==> src/rtl/uart_pkg.sv <==
// Shared UART definitions (receiver now, transmitter later).
//   state_t    : frame state machine encoding
//   OVERSAMPLE : s_tick pulses per bit period
//   MID_TICK   : tick count from start edge to start-bit centre
package uart_pkg;

   typedef enum logic [2:0] {IDLE, START, DATA, PARITY, STOP} state_t;

   localparam int OVERSAMPLE = 16;
   localparam int MID_TICK   = 7;

endpackage

==> src/rtl/uart_rx_if.sv <==
// Receiver-to-FIFO word interface.
//   rx_done_tick : one-clk pulse, new word on dout (FIFO wr)
//   dout         : received word (FIFO w_data)
//   frame_err    : stop bit of last frame sampled low
//   par_err      : parity mismatch on last frame (0 when parity disabled)
// Modports: master = uart_rx (driver), slave = FIFO (sink).
interface uart_rx_if #(
   parameter int DBIT = 8
);
   logic            rx_done_tick;
   logic [DBIT-1:0] dout;
   logic            frame_err;
   logic            par_err;

   modport master (output rx_done_tick, output dout, output frame_err, output par_err);
   modport slave  (input  rx_done_tick, input  dout, input  frame_err, input  par_err);
endinterface

==> src/rtl/uart_rx_sync_2ff.sv <==
// Two-flop synchronizer for asynchronous inputs.
//   clk   : destination clock
//   rst_n : asynchronous active-low reset, loads RST_VAL into both flops
//   d     : asynchronous input
//   q     : synchronized output (two clk latency)
module sync_2ff #(
   parameter int               WIDTH   = 1,
   parameter logic [WIDTH-1:0] RST_VAL = '1
) (
   input  logic             clk,
   input  logic             rst_n,
   input  logic [WIDTH-1:0] d,
   output logic [WIDTH-1:0] q
);
   logic [WIDTH-1:0] meta;

   always_ff @(posedge clk or negedge rst_n) begin
      if (!rst_n) begin
         meta <= RST_VAL;
         q    <= RST_VAL;
      end else begin
         meta <= d;
         q    <= meta;
      end
   end
endmodule

==> src/rtl/uart_rx.sv <==
// UART receiver: 16x oversampled, LSB-first, one word per frame.
//   clk    : system clock
//   reset  : asynchronous active-low reset
//   rx     : raw serial line (idle high, asynchronous)
//   s_tick : 16x baud enable pulse
//   rx_if  : master side of uart_rx_if (rx_done_tick, dout, frame_err, par_err)
// Parameters: DBIT data bits (5..9), SB_TICK stop ticks (16/24/32).
// Build option: define UART_RX_PARITY_EN to add an even-parity bit after DATA.
module uart_rx
   import uart_pkg::*;
#(
   parameter int DBIT    = 8,
   parameter int SB_TICK = 16
) (
   input  logic      clk,
   input  logic      reset,
   input  logic      rx,
   input  logic      s_tick,
   uart_rx_if.master rx_if
);
   // s must hold SB_TICK-1 when stop bits span more than one bit period
   localparam int S_W = ($clog2(SB_TICK) > 4) ? $clog2(SB_TICK) : 4;
   localparam int N_W = (DBIT > 1) ? $clog2(DBIT) : 1;

   localparam logic [S_W-1:0] S_MID  = S_W'(MID_TICK);
   localparam logic [S_W-1:0] S_BIT  = S_W'(OVERSAMPLE - 1);
   localparam logic [S_W-1:0] S_STOP = S_W'(SB_TICK - 1);
   localparam logic [N_W-1:0] N_LAST = N_W'(DBIT - 1);

   logic            rx_s;
   state_t          state;
   logic [S_W-1:0]  s;
   logic [N_W-1:0]  n;
   logic [DBIT-1:0] b;
   logic            done_q;
   logic [DBIT-1:0] dout_q;
   logic            ferr_q;
`ifdef UART_RX_PARITY_EN
   localparam logic ODD = 1'b0;
   logic            parity_bit;
   logic            perr_q;
`endif

   sync_2ff #(.WIDTH(1), .RST_VAL(1'b1)) u_sync (
      .clk   (clk),
      .rst_n (reset),
      .d     (rx),
      .q     (rx_s)
   );

   always_ff @(posedge clk or negedge reset) begin
      if (!reset) begin
         state  <= IDLE;
         s      <= '0;
         n      <= '0;
         b      <= '0;
         done_q <= 1'b0;
         dout_q <= '0;
         ferr_q <= 1'b0;
`ifdef UART_RX_PARITY_EN
         parity_bit <= 1'b0;
         perr_q     <= 1'b0;
`endif
      end else begin
         done_q <= 1'b0;
         case (state)
            IDLE: begin
               if (!rx_s) begin
                  state <= START;
                  s     <= '0;
               end
            end
            START: begin
               if (s_tick) begin
                  if (s == S_MID) begin
                     if (!rx_s) begin
                        state <= DATA;
                        s     <= '0;
                        n     <= '0;
                     end else begin
                        state <= IDLE;
                     end
                  end else begin
                     s <= s + 1'b1;
                  end
               end
            end
            DATA: begin
               if (s_tick) begin
                  if (s == S_BIT) begin
                     s <= '0;
                     b <= {rx_s, b[DBIT-1:1]};
                     if (n == N_LAST) begin
`ifdef UART_RX_PARITY_EN
                        state <= PARITY;
`else
                        state <= STOP;
`endif
                     end else begin
                        n <= n + 1'b1;
                     end
                  end else begin
                     s <= s + 1'b1;
                  end
               end
            end
`ifdef UART_RX_PARITY_EN
            PARITY: begin
               if (s_tick) begin
                  if (s == S_BIT) begin
                     s          <= '0;
                     parity_bit <= rx_s;
                     state      <= STOP;
                  end else begin
                     s <= s + 1'b1;
                  end
               end
            end
`endif
            STOP: begin
               if (s_tick) begin
                  if (s == S_STOP) begin
                     state  <= IDLE;
                     done_q <= 1'b1;
                     dout_q <= b;
                     ferr_q <= ~rx_s;
`ifdef UART_RX_PARITY_EN
                     perr_q <= (^b) ^ parity_bit ^ ODD;
`endif
                  end else begin
                     s <= s + 1'b1;
                  end
               end
            end
            default: state <= IDLE;
         endcase
      end
   end

   assign rx_if.rx_done_tick = done_q;
   assign rx_if.dout         = dout_q;
   assign rx_if.frame_err    = ferr_q;
`ifdef UART_RX_PARITY_EN
   assign rx_if.par_err      = perr_q;
`else
   assign rx_if.par_err      = 1'b0;
`endif
endmodule

==> src/flat_wrapper.sv <==
// flat-port wrapper written by rule: the top's interface ports become plain ports
module uart_rx_flat import uart_pkg::*;
#(
   parameter int DBIT    = 8,
   parameter int SB_TICK = 16
)
  (clk, reset, rx, s_tick, rx_if_rx_done_tick, rx_if_dout, rx_if_frame_err, rx_if_par_err);
  uart_rx_if #(.DBIT(DBIT)) rx_if_i ();
  input  logic clk;
  input  logic reset;
  input  logic rx;
  input  logic s_tick;
  output wire logic [$bits(rx_if_i.rx_done_tick)-1:0] rx_if_rx_done_tick;
  output wire logic [$bits(rx_if_i.dout)-1:0] rx_if_dout;
  output wire logic [$bits(rx_if_i.frame_err)-1:0] rx_if_frame_err;
  output wire logic [$bits(rx_if_i.par_err)-1:0] rx_if_par_err;
  assign rx_if_rx_done_tick = rx_if_i.rx_done_tick;
  assign rx_if_dout = rx_if_i.dout;
  assign rx_if_frame_err = rx_if_i.frame_err;
  assign rx_if_par_err = rx_if_i.par_err;
  uart_rx #(.DBIT(DBIT), .SB_TICK(SB_TICK)) u_core (.clk(clk), .reset(reset), .rx(rx), .s_tick(s_tick), .rx_if(rx_if_i));
endmodule
==> config.mk <==
export PLATFORM = sky130hd
export DESIGN_NAME = uart_rx_flat
export DESIGN_NICKNAME = d
export VERILOG_FILES = /design/src/rtl/uart_pkg.sv /design/src/rtl/uart_rx_if.sv /design/src/rtl/uart_rx_sync_2ff.sv /design/src/rtl/uart_rx.sv /design/src/flat_wrapper.sv
export SDC_FILE = /design/constraint.sdc
export NUM_CORES = 1
export LEC_CHECK = 0
export ABC_AREA = 1
export CAP_MARGIN = 0
export CORE_MARGIN = 3
export CORE_UTILIZATION = 45
export DETAILED_ROUTE_END_ITERATION = 12
export GPL_ROUTABILITY_DRIVEN = 0
export MAX_ROUTING_LAYER = met4
export PLACE_DENSITY = 0.65
export SKIP_CTS_REPAIR_TIMING = 1
export SLEW_MARGIN = 25
export SYNTH_ARGS = -nofsm -noshare
export SYNTH_HDL_FRONTEND = slang
export SYNTH_SLANG_ARGS = --single-unit
==> constraint.sdc <==
create_clock -name clk -period 1.7 [get_ports clk]
set_clock_uncertainty 0.15 [all_clocks]
set_input_delay 0.34 -clock clk [delete_from_list [all_inputs] [get_ports clk]]
set_output_delay 0.34 -clock clk [all_outputs]
set_load 0.05 [all_outputs]
==> results.json <==
{
  "hold_viol": 0,
  "cts-root-buf": "clkbuf_4",
  "total_power_w": 0.00250,
  "synth_mux_area_share_pct": 0,
  "cts_made_buffers": 5,
  "end_kind": "register",
  "synth-seq-cells": 30,
  "whs_ns": 0.200,
  "htree_levels": 2,
  "grt_pass1_wl_um": 5870,
  "clk_path_buf_depth": 2,
  "layout_worst_path_cycle_share_pct": 92.5,
  "numPortBuffers": 13,
  "clkSlewWorstSetupHoldPaths_ns": 0.10,
  "synth_top_area_share_pct": 44.8,
  "drt_pass1_iterations": 4,
  "antenna_cells": 0,
  "max_stage_delay_ns": 0.47,
  "synth_top_family_by_area": "simple AND/OR/NAND/NOR gates",
  "clk_latency_ns": 0.34,
  "drive_above_1_share_pct": 22.2,
  "fmax_mhz": 636,
  "power_leakage_nw": 1.04,
  "core-area_um2": 3180,
  "grt_util_all_layers_pct": 18.9,
  "drtIter0Drc": 77,
  "ys_types": 21,
  "slew_violations": 0,
  "drt_wl_total_um": 3320,
  "avgRoutedWirePerCell_um": 11.9,
  "yosys.area_share.xor_xnor_pct": 0.560,
  "setup_violations": 0,
  "synth_area_per_cell_um2": 7.60,
  "fp-row-count": 20,
  "avgViaCountPerCell": 4.89,
  "start_util_pct": 49.3,
  "synth_area_um2": 1570,
  "syn_inst": 206,
  "finish.utilization_pct": 63.9,
  "synth_area_leader_cell": "dfrtp_1",
  "yosys.area_share.simple_pct": 33.6,
  "die_w_um": 65.0,
  "ios": 15,
  "hp-class": "in2async",
  "status": "finished, final reports clean",
  "syn_nets": 213,
  "postPlaceCellArea_um2": 1910,
  "final_nets": 240,
  "vdd_drop_max_v": 0.00104,
  "criticalPathCategory": "reg2reg",
  "dieArea_um2": 4220,
  "power_density_nw_per_um2": 1230,
  "antenna_found_initial": 0,
  "startpoint_type": "register",
  "grt_max_degree": 31,
  "worstPathArrival_ns": 1.65,
  "first_global_vias": 1307,
  "min_period_ns": 1.57,
  "path_cells": "inv_2 > nand3_4 > inv_2 > nand2_2 > nand2_1 > nand3_2 > nand2_1 > o21ai_1",
  "numClockSinks": 30,
  "die_height_um": 65.0,
  "synth_warnings": 0,
  "ys_seq_area_share_pct": 48.1,
  "synth.top_cells.by_area": "dfrtp_1 (45%), nand2_1 (18%), nand3_1 (6.1%), o21ai_1 (6.1%), inv_1 (5.8%)",
  "dp_hpwl_um": 2470,
  "post-route-drc-count": 0,
  "grt_setup_unrepaired": "no",
  "cpMaxStageDelayCell": "dfrtp_2",
  "fin_area_um2": 2030,
  "cts_tree": "built",
  "crit_path_max_fanout": 8,
  "vias": 1360,
  "syn_to_final_growth_pct": 29.8,
  "fillers": 279,
  "cp.required_ns": 1.78,
  "ant_nets": 0,
  "synth-compound-area-share_pct": 7.19,
  "grt_overflow": 0,
  "synthAdderAreaFrac_pct": 2.40,
  "cap_violations": 0
}
[where the power goes]
group | internal [W] | total [W] | switching, W
combinational | 0.000431 | 0.00113 | 0.000696
clock | 0.000198 | 0.000460 | 0.000261
sequential | 0.000797 | 0.000910 | 0.000113
total | 0.00143 | 0.00250 | 0.00107
[placed cells by master, fill, tap and decap left out, types with 3 or more instances in the layout]
master,n
nand3_1,18
inv_2,5
inv_1,21
o21ai_1,19
nor2_1,12
dfrtp_1,27
clkbuf_4,5
buf_4,9
buf_12,11
nor2_4,3
nand2_1,74
clkdlybuf4s50_1,3
nor2_2,3
[sequential cells by signal, summed over array words and instances, names as in the netlist]
name and flops:
u_core.b 8, u_core.n 3, u_core.rx_if.dout 8, u_core.rx_if.frame_err 1, u_core.rx_if.rx_done_tick 1, u_core.s 4
u_core.state 3, u_core.u_sync.meta 1, u_core.u_sync.q 1
[critical path: cells and delay by family (launching register included)]
family	cells	cell delay, ns
simple gates	5	0.50
flops	1	0.47
buf+inv	2	0.28
compound gates	1	0.06
[logic make-up (layout without fill, tap and decap cells)]
| family | count (synthesis) | after routing |
|---|---|---|
| adder cells (fa/ha/maj) | 3 | 3 |
| XOR/XNOR | 1 | 1 |
| AO/OA/AOI/OAI | 22 | 22 |
| flip-flops | 30 | 30 |
| buffers and inverters | 29 | 57 |
| other | 1 | 1 |
| AND/OR/NAND/NOR | 120 | 120 |
[layer usage]
layer	vias to the layer above	share of wire [%]	track usage, %
li1	697	-	-
met3	8	4.4	5.89
met4	0	2.0	7.39
met5	-	0	-
met2	25	50	29.5
met1	630	44	22.7
[stage by stage]
step           std cells  setup slack, ns  TNS [ns]
4_1_cts              278           0.0383         0
3_3_place_gp         270          -0.0182   -0.0765
5_1_grt              278          0.00530         0
3_5_place_dp         270          -0.0444    -0.339
6_report             278            0.128         0
2_1_floorplan        206            0.154         0
[Yosys cell counts]
cell and instances:
conb_1 1, nand3_2 3, nor2_4 1, nand4_1 1
dfstp_2 2, inv_1 24, buf_4 2, nand3_1 19
a21oi_1 2, ha_1 3, or2_2 1, nor2_2 4
nand2_2 4, inv_2 2, dfrtp_1 28, o21bai_1 1
o21ai_1 19, xor2_1 1, nand2_1 74, nor2_1 13
buf_6 1
[final timing paths]
path / startpoint / to / slack, ns / cells past startpoint
worst max-delay path: u_core.state[2] / u_core.n[0] / 0.13 / 8
worst min-delay path: reset / u_core.rx_if.rx_done_tick / 0.20 / 2
worst max register to register: u_core.state[2] / u_core.n[0] / 0.13 / 8
worst min register to register: u_core.u_sync.meta / u_core.u_sync.q / 0.21 / 0
max in group asynchronous: reset / u_core.u_sync.q / 0.95 / 2
min in group clk: u_core.u_sync.meta / u_core.u_sync.q / 0.21 / 0
[area by class of cell]
class                      count  area [um^2]  share of cell area, %
sequential                    30          754                   37.1
tap                           44         55.1                   2.71
clock buffer                   6         51.3                   2.52
multi-input combinational    147          743                   36.6
inverter                      26         97.6                   4.80
clock inverter                 2         12.5                  0.616
timing repair buffer          23          318                   15.6
(Power assumes the default switching activity.)
